===== src/rtl/pc_pkg.sv =====
`default_nettype none
// ============================================================================
//  Module      : pc_pkg
//  Description : Shared types for the fetch-stage PC unit: the resolved PC
//                operation enum, the default reset vector and the priority
//                encoder that turns raw control strobes into one operation.
//  Revision    : 1.0  initial release
// ============================================================================
package pc_pkg;

  typedef enum logic [2:0] {
    PC_HOLD = 3'd0,
    PC_INC  = 3'd1,
    PC_LD   = 3'd2,
    PC_CALL = 3'd3,
    PC_RET  = 3'd4
  } pc_op_t;

  localparam int unsigned PC_RESET_VEC_DEF = 0;

  // ret > call > ld > inc > hold. Stall is handled by the caller because it
  // also freezes the sticky flags, not only the PC operation.
  function automatic pc_op_t resolve_op(input logic ret, input logic call,
                                        input logic ld, input logic inc);
    pc_op_t op;
    op = PC_HOLD;
    if (ret)       op = PC_RET;
    else if (call) op = PC_CALL;
    else if (ld)   op = PC_LD;
    else if (inc)  op = PC_INC;
    return op;
  endfunction

endpackage
`default_nettype wire


===== src/rtl/ras_stack.sv =====
`default_nettype none
// ============================================================================
//  Module      : ras_stack
//  Description : Circular return-address stack with a top pointer and a
//                saturating level counter. A push while full overwrites the
//                oldest entry; a pop while empty is ignored.
//  Ports       : clk, rst        - clock, synchronous active-high reset
//                push, pop       - stack operations (pop wins if both)
//                push_data       - value written on push
//                top_data        - entry under the top pointer
//                level           - valid entries, 0..DEPTH
//                full, empty     - decoded from level
//  Revision    : 1.0  initial release
// ============================================================================
module ras_stack #(
  parameter int DATA_W = 10,
  parameter int DEPTH  = 8
) (
  input  logic                       clk,
  input  logic                       rst,
  input  logic                       push,
  input  logic                       pop,
  input  logic [DATA_W-1:0]          push_data,
  output logic [DATA_W-1:0]          top_data,
  output logic [$clog2(DEPTH):0]     level,
  output logic                       full,
  output logic                       empty
);

  localparam int PTR_W = $clog2(DEPTH);
  localparam int LVL_W = PTR_W + 1;

  logic [PTR_W-1:0]  ptr_q, ptr_d;
  logic [LVL_W-1:0]  level_q, level_d;
  logic [DATA_W-1:0] mem_q [DEPTH];
  logic              do_pop, do_push;
  logic [PTR_W-1:0]  wr_ptr;

  assign full     = (level_q == LVL_W'(DEPTH));
  assign empty    = (level_q == '0);
  assign level    = level_q;
  assign top_data = mem_q[ptr_q];

  // DEPTH is a power of two, so natural PTR_W-bit wrap gives modulo DEPTH.
  assign do_pop  = pop && !empty;
  assign do_push = push && !pop;
  assign wr_ptr  = ptr_q + PTR_W'(1);

  always_comb begin
    ptr_d   = ptr_q;
    level_d = level_q;
    if (do_pop) begin
      ptr_d   = ptr_q - PTR_W'(1);
      level_d = level_q - LVL_W'(1);
    end else if (do_push) begin
      ptr_d = wr_ptr;
      if (!full) level_d = level_q + LVL_W'(1);
    end
  end

  always_ff @(posedge clk) begin
    if (rst) begin
      ptr_q   <= '0;
      level_q <= '0;
    end else begin
      ptr_q   <= ptr_d;
      level_q <= level_d;
    end
  end

  // Contents carry no reset; only the pointer and level define validity.
  always_ff @(posedge clk) begin
    if (!rst && do_push) mem_q[wr_ptr] <= push_data;
  end

endmodule
`default_nettype wire


===== src/rtl/pc_ras_unit.sv =====
`default_nettype none
// ============================================================================
//  Module      : pc_ras_unit
//  Description : Fetch-stage program counter with N-way next-address select,
//                load / increment / stall, and a hardware return-address
//                stack for CALL / RET with sticky overflow/underflow flags.
//  Ports       : clk, rst            - clock, synchronous active-high reset
//                src_addr, pc_sel    - packed address sources and select
//                pc_ld, pc_inc       - load selected source / increment
//                call, ret           - push PC+1 and jump / pop into PC
//                stall, clr_err      - freeze all state / clear sticky flags
//                pc_count            - current PC
//                ras_level/full/empty- return stack occupancy
//                ras_ovf, ras_unf    - sticky push-while-full / pop-while-empty
//  Revision    : 1.0  initial release
// ============================================================================
module pc_ras_unit
  import pc_pkg::*;
#(
  parameter int          ADDR_W    = 10,
  parameter int          NUM_SRC   = 4,
  parameter int          SEL_W     = $clog2(NUM_SRC),  // derived; do not override
  parameter int          RAS_DEPTH = 8,
  parameter int unsigned RESET_VEC = PC_RESET_VEC_DEF
) (
  input  logic                        clk,
  input  logic                        rst,
  input  logic [NUM_SRC*ADDR_W-1:0]   src_addr,
  input  logic [SEL_W-1:0]            pc_sel,
  input  logic                        pc_ld,
  input  logic                        pc_inc,
  input  logic                        call,
  input  logic                        ret,
  input  logic                        stall,
  input  logic                        clr_err,
  output logic [ADDR_W-1:0]           pc_count,
  output logic [$clog2(RAS_DEPTH):0]  ras_level,
  output logic                        ras_full,
  output logic                        ras_empty,
  output logic                        ras_ovf,
  output logic                        ras_unf
);

  localparam logic [ADDR_W-1:0] RESET_PC = ADDR_W'(RESET_VEC);

  logic [ADDR_W-1:0] pc_q, pc_d;
  logic              ovf_q, ovf_d;
  logic              unf_q, unf_d;
  logic [ADDR_W-1:0] sel_src;
  logic [ADDR_W-1:0] ras_top;
  logic              ras_push, ras_pop;
  pc_op_t            op;

  // Out-of-range selects (non power-of-two NUM_SRC) fall back to source 0.
  always_comb begin
    sel_src = src_addr[ADDR_W-1:0];
    for (int k = 1; k < NUM_SRC; k++) begin
      if (pc_sel == SEL_W'(k)) sel_src = src_addr[k*ADDR_W +: ADDR_W];
    end
  end

  assign op = stall ? PC_HOLD : resolve_op(ret, call, pc_ld, pc_inc);

  always_comb begin
    pc_d     = pc_q;
    ovf_d    = ovf_q;
    unf_d    = unf_q;
    ras_push = 1'b0;
    ras_pop  = 1'b0;
    // Clear first so that an error raised in the same cycle wins.
    if (!stall && clr_err) begin
      ovf_d = 1'b0;
      unf_d = 1'b0;
    end
    case (op)
      PC_RET: begin
        ras_pop = 1'b1;
        if (ras_empty) begin
          pc_d  = RESET_PC;
          unf_d = 1'b1;
        end else begin
          pc_d = ras_top;
        end
      end
      PC_CALL: begin
        ras_push = 1'b1;
        pc_d     = sel_src;
        if (ras_full) ovf_d = 1'b1;
      end
      PC_LD:   pc_d = sel_src;
      PC_INC:  pc_d = pc_q + ADDR_W'(1);
      default: ;
    endcase
  end

  always_ff @(posedge clk) begin
    if (rst) begin
      pc_q  <= RESET_PC;
      ovf_q <= 1'b0;
      unf_q <= 1'b0;
    end else begin
      pc_q  <= pc_d;
      ovf_q <= ovf_d;
      unf_q <= unf_d;
    end
  end

  ras_stack #(
    .DATA_W (ADDR_W),
    .DEPTH  (RAS_DEPTH)
  ) u_ras (
    .clk       (clk),
    .rst       (rst),
    .push      (ras_push),
    .pop       (ras_pop),
    .push_data (pc_q + ADDR_W'(1)),
    .top_data  (ras_top),
    .level     (ras_level),
    .full      (ras_full),
    .empty     (ras_empty)
  );

  assign pc_count = pc_q;
  assign ras_ovf  = ovf_q;
  assign ras_unf  = unf_q;

endmodule
`default_nettype wire


===== config.mk =====
export PLATFORM = sky130hd
export DESIGN_NAME = pc_ras_unit
export DESIGN_NICKNAME = d
export VERILOG_FILES = /design/src/rtl/pc_pkg.sv /design/src/rtl/ras_stack.sv /design/src/rtl/pc_ras_unit.sv
export SDC_FILE = /design/constraint.sdc
export NUM_CORES = 1
export LEC_CHECK = 0
export BUFFER_PORTS_ARGS = -buffer_cell sky130_fd_sc_hd__buf_4
export CAP_MARGIN = 20
export CORE_MARGIN = 2
export CORE_UTILIZATION = 55
export CTS_CLUSTER_DIAMETER = 40
export CTS_CLUSTER_SIZE = 14
export DETAILED_ROUTE_END_ITERATION = 6
export PLACE_DENSITY_LB_ADDON = 0.05
export SLEW_MARGIN = 25
export SYNTH_ARGS = -nofsm -noshare
export SYNTH_HDL_FRONTEND = slang
export SYNTH_SLANG_ARGS = --single-unit

===== constraint.sdc =====
create_clock -name clk -period 5.3 [get_ports clk]
set_input_delay 0.53 -clock clk [delete_from_list [all_inputs] [get_ports clk]]
set_output_delay 0.53 -clock clk [all_outputs]
set_load 0.05 [all_outputs]

# Word level (Yosys, flattened, before mapping)
# Memory sizes are Yosys's and may differ from the RTL's. A register that Yosys moved wholly into a read port is not among the register bits.
# Index checks and enable logic that the tools add are counted.
[totals]
ff_bits = 19
ramBits = 80
output_inout_bits = 18
elab_cells = 60
mem_count = 1
[op_classes]
n_addsub = 5
n_eq_ne = 9
mux = 27
reduce_logical = 13
[mem_list]
columns = ["memory", "depth", "word_bits", "read_ports", "rd_clocked_by_memory_dff", "write_ports", "line", "source"]
rows = [
  ["u_ras.mem_q", 8, 10, 1, 1, 1, "ras_stack.sv:35", "logic [DATA_W-1:0] mem_q [DEPTH];"],
]
[op_table]
columns = ["cell", "count"]
rows = [
  ["$mux W10", 4],
  ["$pmux W10 S3", 1],
  ["$mux W3", 6],
  ["$mux W4", 3],
  ["$mux W1", 11],
  ["$add A10 B1 Y10 const B", 1],
  ["$eq A3 B2 Y1 const B", 2],
  ["$add A4 B1 Y4 const B", 1],
  ["$eq A2 B2 Y1 const B", 2],
  ["$eq A4 B4 Y1 const B", 1],
  ["$logic_and A1 B1 Y1", 4],
  ["$logic_not A1 Y1", 4],
  ["$logic_not A4 Y1", 1],
  ["$mux W2", 2],
  ["$sub A4 B1 Y4 const B", 1],
  ["$add A3 B1 Y3 const B", 1],
  ["$eq A3 B1 Y1 const B", 1],
  ["$eq A3 B3 Y1 const B", 1],
  ["$reduce_bool A3 Y1", 1],
  ["$sub A3 B1 Y3 const B", 1],
  ["$eq A2 B1 Y1 const B", 1],
  ["$ne A2 B1 Y1 const B", 1],
  ["$reduce_and A2 Y1", 1],
  ["$reduce_bool A2 Y1", 1],
  ["$reduce_or A2 Y1", 1],
]

# Depth between registers and ports, before layout
[depth]
ltp_word = 13
depth_mapped = 9
ltp_nobuf = 9

# By module
# From an unflattened synthesis, not the netlist that was laid out.
[unflattened]
cells_unflattened = 297
area_unflattened_um2 = 4712.0
[modules_own_cells]
columns = ["module", "n_inst", "cells_per_inst", "area_each_um2"]
rows = [
  ["ras_stack", 1, 183, 3592.2],
  ["pc_ras_unit", 1, 114, 1119.8],
]

# Least setup slack after synthesis
# OpenSTA, ideal clock, no wires.
[synth_timing]
path_type = "reg-to-reg"
from = "register u_ras.level_q[0] (netlist: u_ras.level[0])"
to = "register u_ras.level_q[3] (netlist: u_ras.level[3])"
arrival_time_ns = 2.731
t_required_ns = 5.172
slack_ns = 2.442
stages_incl_launch_ff = 10
path_cell_list = "dfxtp_1 -> nor4_4 -> nand3b_4 -> inv_2 -> ha_1 -> a21o_1 -> a21oi_1 -> mux2i_1 -> xor2_1 -> nor2_1"
[synth_between]
elab_chain_len = 5
[synth_lines]
columns = ["item", "line", "source"]
rows = [
  ["start: declaration", "ras_stack.sv:34", "logic [LVL_W-1:0] level_q, level_d;"],
  ["start signal: assignment", "ras_stack.sv:67", "level_q <= level_d;"],
  ["$logic_not A4 Y1 (*)", "ras_stack.sv:40", "assign empty = (level_q == '0);"],
  ["via ras_empty", "pc_ras_unit.sv:39", "output logic ras_empty,"],
  ["$logic_not A1 Y1 (*)", "ras_stack.sv:45", "assign do_pop = pop && !empty;"],
  ["$logic_and A1 B1 Y1 (*)", "ras_stack.sv:45", ""],
  ["$ne A2 B1 Y1 (no line) or $reduce_bool A2 Y1 (tied branches)", "--", ""],
  ["$reduce_and A2 Y1 (no line)", "--", ""],
]
# The timed path passes the listed nets; every way through them passes the cells marked *. The select of a mux whose other input is x is not followed.
# A chain may end at the register's enable or synchronous reset.

# Worst setup path after layout
[layout_timing]
from = "register u_ras.level_q[0] (netlist: u_ras.level[0])"
to = "register u_ras.level_q[3] (netlist: u_ras.level[3])"
[layout_between]
elab_chain_len = 5
[layout_lines]
columns = ["item"]
rows = [
  ["parallel branches: the longest is 5 deep, another holds $add A4 B1 Y4"],
]
# Parallel ways; which one is timed is not known. The select of a mux whose other input is x is not followed.

==> metrics.md <==
| Metric | Value |
|---|---|
| Total global-route track usage | 0.218 |
| Fin. Hold Viols | 0 |
| Compound-gate portion of the synthesized area | 0.0542 |
| Number of nets in the layout | 409 |
| Post-Synth Simple-Gate Area | 0.0780 |
| Final global-route overflow total | 0 |
| Clk network pwr share | 0.254 |
| Post-synth cell types | 46 |
| Width of the chip | ~96 um |
| Switching Fraction | 0.286 |
| Net count after synthesis | approximately 340 |
| Mapped Area | roughly 4600 um2 |
| Largest area contributor in the synthesized netlist | sky130_fd_sc_hd__edfxtp_1 |
| CTS clk-pin slew, worst paths | 0.09 ns |
| Crit path cell chain | nor4_4 -> nand3b_4 -> inv_2 -> ha_1 -> a21o_1 -> a21oi_1 -> mux2i_1 -> xor2_1 -> nor2_1 |
| Number of gates given a new drive strength after cts | 0 |
| Async SR Flop Fraction | 0 |
| Buf/Inv on CP | 1 |
| Kind of capture point of the worst setup path | flip-flop |
| Final HPWL from detailed placement | ~6500 um |
| Routed wire length | 8950 um |
| Per-cell routed wire length | roughly 19 um |
| Die Area | roughly 9000 um2 |
| Via count of the first global-routing pass | 2755 |
| RR Endpoint | u_ras.level[3]$_SDFFE_PP0P_ |
| Flop and latch count out of synthesis | around 100 |
| CP Data Arrival Time | about 2.6 ns |
| Instance area after placement | about 5200 um2 |
| Worst voltage drop across the vdd grid | between 0.2 and 0.25 mV |
| Worst Tran Pin Value | about 0.96 ns |
| Number of optimization iterations in the first detailed-route pass | 4 |
| Std cell rows | 33 |
| WHS | 0.489 ns |
| Synthesized-area fraction occupied by adder cells | 0.0179 |
| Instance count on the critical path | 9 |
| Proportion of layout cells with a drive suffix above 1 | 0.369 |
| Met3 Use GR | 0.0387 |
| Relative contribution of combinational cells to total power | 0.202 |
| Register cell area after layout | 2840 um2 |
| Worst hold stages | 3 |
| Per-instance average area after synthesis | about 16 um2 |
| Power density normalized to cell area | 319 nW/um2 |
| Xor/xnor share of the synthesized area | 0.0284 |
| Antenna violations before repair | 0 |
| Launch instance of the worst register-to-register path | u_ras.level[0]$_SDFFE_PP0P_ |
| Final total negative setup slack | 0 ns |
| Count of clock tree sinks | 102 |
| Worst slack at placement | roughly 2.7 ns |
| Number of top-level design ports | slightly below 70 |
| Total setup violations reported at the end of the flow | 0 |
| Global-route wire length before repair | between 10000 and 15000 um |
| Count of input and output buffers | 67 |
| Number of H-tree levels | 3 |
| CTS tree | yes |
| Type of the most critical hold path | input pin to flip-flop |
| Final GP Congestion | between 0.7 and 0.8 |
| Layout overhead on the synthesized area | 16.6% |
| Crit-path leading delay family | simple AND/OR/NAND/NOR gates |
| Library cell with the highest instance count after synthesis | sky130_fd_sc_hd__edfxtp_1 |
| Max transition margin | 0.358 |
| CP Launch Type | flip-flop |
| Routed vias/inst | ~5.8 |
| Number of vias after detailed routing | 2701 |
| Total of hold buffers inserted after clock tree synthesis | 0 |
| Number of inserted diodes | 0 |
| Delay contributed by the slowest stage of the critical path | 0.44 ns |
| Highest clock rate | about 0.43 GHz |
| Critical path's slowest cell | sky130_fd_sc_hd__nor4_4 |
| Final design area excluding fillers | around 5400 um2 |
| Worst setup path endpoint | u_ras.level[3]$_SDFFE_PP0P_ |
| Final period demand of the worst path | between 2 and 2.5 ns |
| Static Leakage | slightly below 2 nW |
| Remaining antenna violation count | 0 |
| Gate Count Post-Synth | ~280 |
| Number of setup buffers added after CTS | 0 |
| Peak-usage layer in the global routing report | met2 |
| Worst r2r path cells | 9 |
| Psw | approximately 490 uW |
| Initial detailed-routing violation count | 116 |
| Final count of pins violating max slew | 0 |
| Starting density of the core | 0.565 |
| Fraction of synthesized cell area taken by the top area cell type | 0.520 |
| Highest fanout seen on the critical path | 6 |
| Clock latency reported for the late side of the worst-skew pair | 0.36 ns |
| Clk_skew | 0.0131 ns |
| Mux contribution to synthesized area | 0.183 |
| Count of fill cells added during filler insertion | 610 |
| Final setup slack of the worst path | a little under 3 ns |
| Cell-internal power | about 1.2 mW |
| R2r setup slk | around 3.0 ns |
| Die boundary height | about 96 um |
| WS Path Type | flip-flop to flip-flop |
| Post-synth top cells | sky130_fd_sc_hd__edfxtp_1, sky130_fd_sc_hd__nor2_1, sky130_fd_sc_hd__dfxtp_1, sky130_fd_sc_hd__mux4_2, sky130_fd_sc_hd__nand2_1 |
| Fraction of the cycle the final worst path needs | 0.438 |
| Number of buffers on the longest clock path | 2 |
| Status | finished clean |
| Main combinational cell family by area after synthesis | multiplexers |
| Placeable Area | 8180 um2 |
| Largest net degree at the start of global routing | 22 |
| Number of max-cap violations | 0 |
| Count of unresolved DRC violations after routing | 0 |
| Register share of total power | 0.544 |
| GRT met2 Usage | 0.332 |
| Synthesis warning total | 0 |
| Cts bufs inserted | 9 |
| Post-synth EDFFs | 80 |
| Most area-consuming cells after synthesis | sky130_fd_sc_hd__edfxtp_1, sky130_fd_sc_hd__mux4_2, sky130_fd_sc_hd__dfxtp_1, sky130_fd_sc_hd__mux4_1, sky130_fd_sc_hd__mux2_2 |
| Dominant register cell in the synthesized netlist | sky130_fd_sc_hd__edfxtp_1 |
| RSZ-0062 raised after global routing | no |
| Sequential cell area fraction in the yosys report | 0.615 |
| Start point of the critical path | u_ras.level[0]$_SDFFE_PP0P_ |
| Multi-input gate area | between 1500 and 2000 um2 |
| Data required time of the critical path | around 5.5 ns |
| Root buffer cell | sky130_fd_sc_hd__clkbuf_8 |
| Global-route met1 utilization | 0.315 |
-- registers in the layout, summed over array words and instances, names as in the netlist, named ones only --
| signal | cells |
|---|---|
| u_ras.ptr_q | 3 |
| ras_ovf | 1 |
| u_ras.mem_q | 80 |
| ras_unf | 1 |
| u_ras.level | 4 |
| pc_count | 10 |
-- how the worst min path moves through the flow --
stage,to,slack (ns),from
2_1_floorplan,flip-flop,0.55,u_ras.ptr_q[0]$_SDFFE_PP0N_
3_3_place_gp,ras_ovf$_SDFF_PP0_,0.50,ras_ovf$_SDFF_PP0_
3_5_place_dp,ras_ovf$_SDFF_PP0_,0.49,ras_ovf$_SDFF_PP0_
4_1_cts,ras_ovf$_SDFF_PP0_,0.48,call
5_1_grt,ras_unf$_SDFF_PP0_,0.52,rst
6_report,ras_ovf$_SDFF_PP0_,0.49,call
-- cell families (layout without fill, tap and decap cells) --
logic type | after synthesis | count (layout)
simple gates | 66 | 66
fa+ha+maj | 6 | 6
compound gates | 32 | 32
xor+xnor | 15 | 15
buf+inv | 19 | 95
flops | 102 | 102
mux | 42 | 42
-- worst min-delay path, cell delays in order --
cell	delay (ns)
sky130_fd_sc_hd__buf_4	0.12
sky130_fd_sc_hd__a32oi_1	0.09
sky130_fd_sc_hd__nor2_1	0.07
-- cells in the final DEF, fill, tap and decap left out, drive strengths merged, types with 5 or more instances in the layout --
master / count
xor2: 6
xnor2: 9
a21oi: 6
mux4: 30
clkbuf: 10
nor3: 8
a311oi: 6
ha: 5
a22oi: 6
nor2: 27
nand2: 16
mux2: 10
inv: 9
buf: 72
edfxtp: 80
dfxtp: 22
-- power by group through the flow --
| stage | Combinational (mW) | Sequential, mW | Clock [mW] |
|---|---|---|---|
| 2_1_floorplan | 0.214 | 0.978 | 0 |
| 3_3_place_gp | 0.345 | 0.952 | 0 |
| 3_5_place_dp | 0.348 | 0.953 | 0 |
| 4_1_cts | 0.349 | 0.934 | 0.446 |
| 5_1_grt | 0.378 | 0.939 | 0.473 |
| 6_report | 0.347 | 0.934 | 0.436 |
-- cell type report --
class / instances / area share
sequential: 102 / 0.528
multi-input combinational: 161 / 0.310
timing repair buffer: 72 / 0.100
tap: 105 / 0.0244
clock buffer: 10 / 0.0237
clock inverter: 6 / 0.00859
inverter: 7 / 0.00488
-- per-stage QoR --
stage / utilization / power (mW) / instances
6_report: 0.659 / 1.72 / 463
5_1_grt: 0.659 / 1.79 / 463
4_1_cts: 0.659 / 1.73 / 463
3_5_place_dp: 0.637 / 1.30 / 447
3_3_place_gp: 0.637 / 1.30 / 447
2_1_floorplan: - / 1.19 / 282
-- metal layers --
layer | vias to the layer above | routed length [um]
met5 | - | 0
met4 | 0 | 59
met3 | 4 | 481
met2 | 96 | 4200
met1 | 1329 | 4200
li1 | 1272 | -
Note: power is estimated with default switching activity, not from simulation.
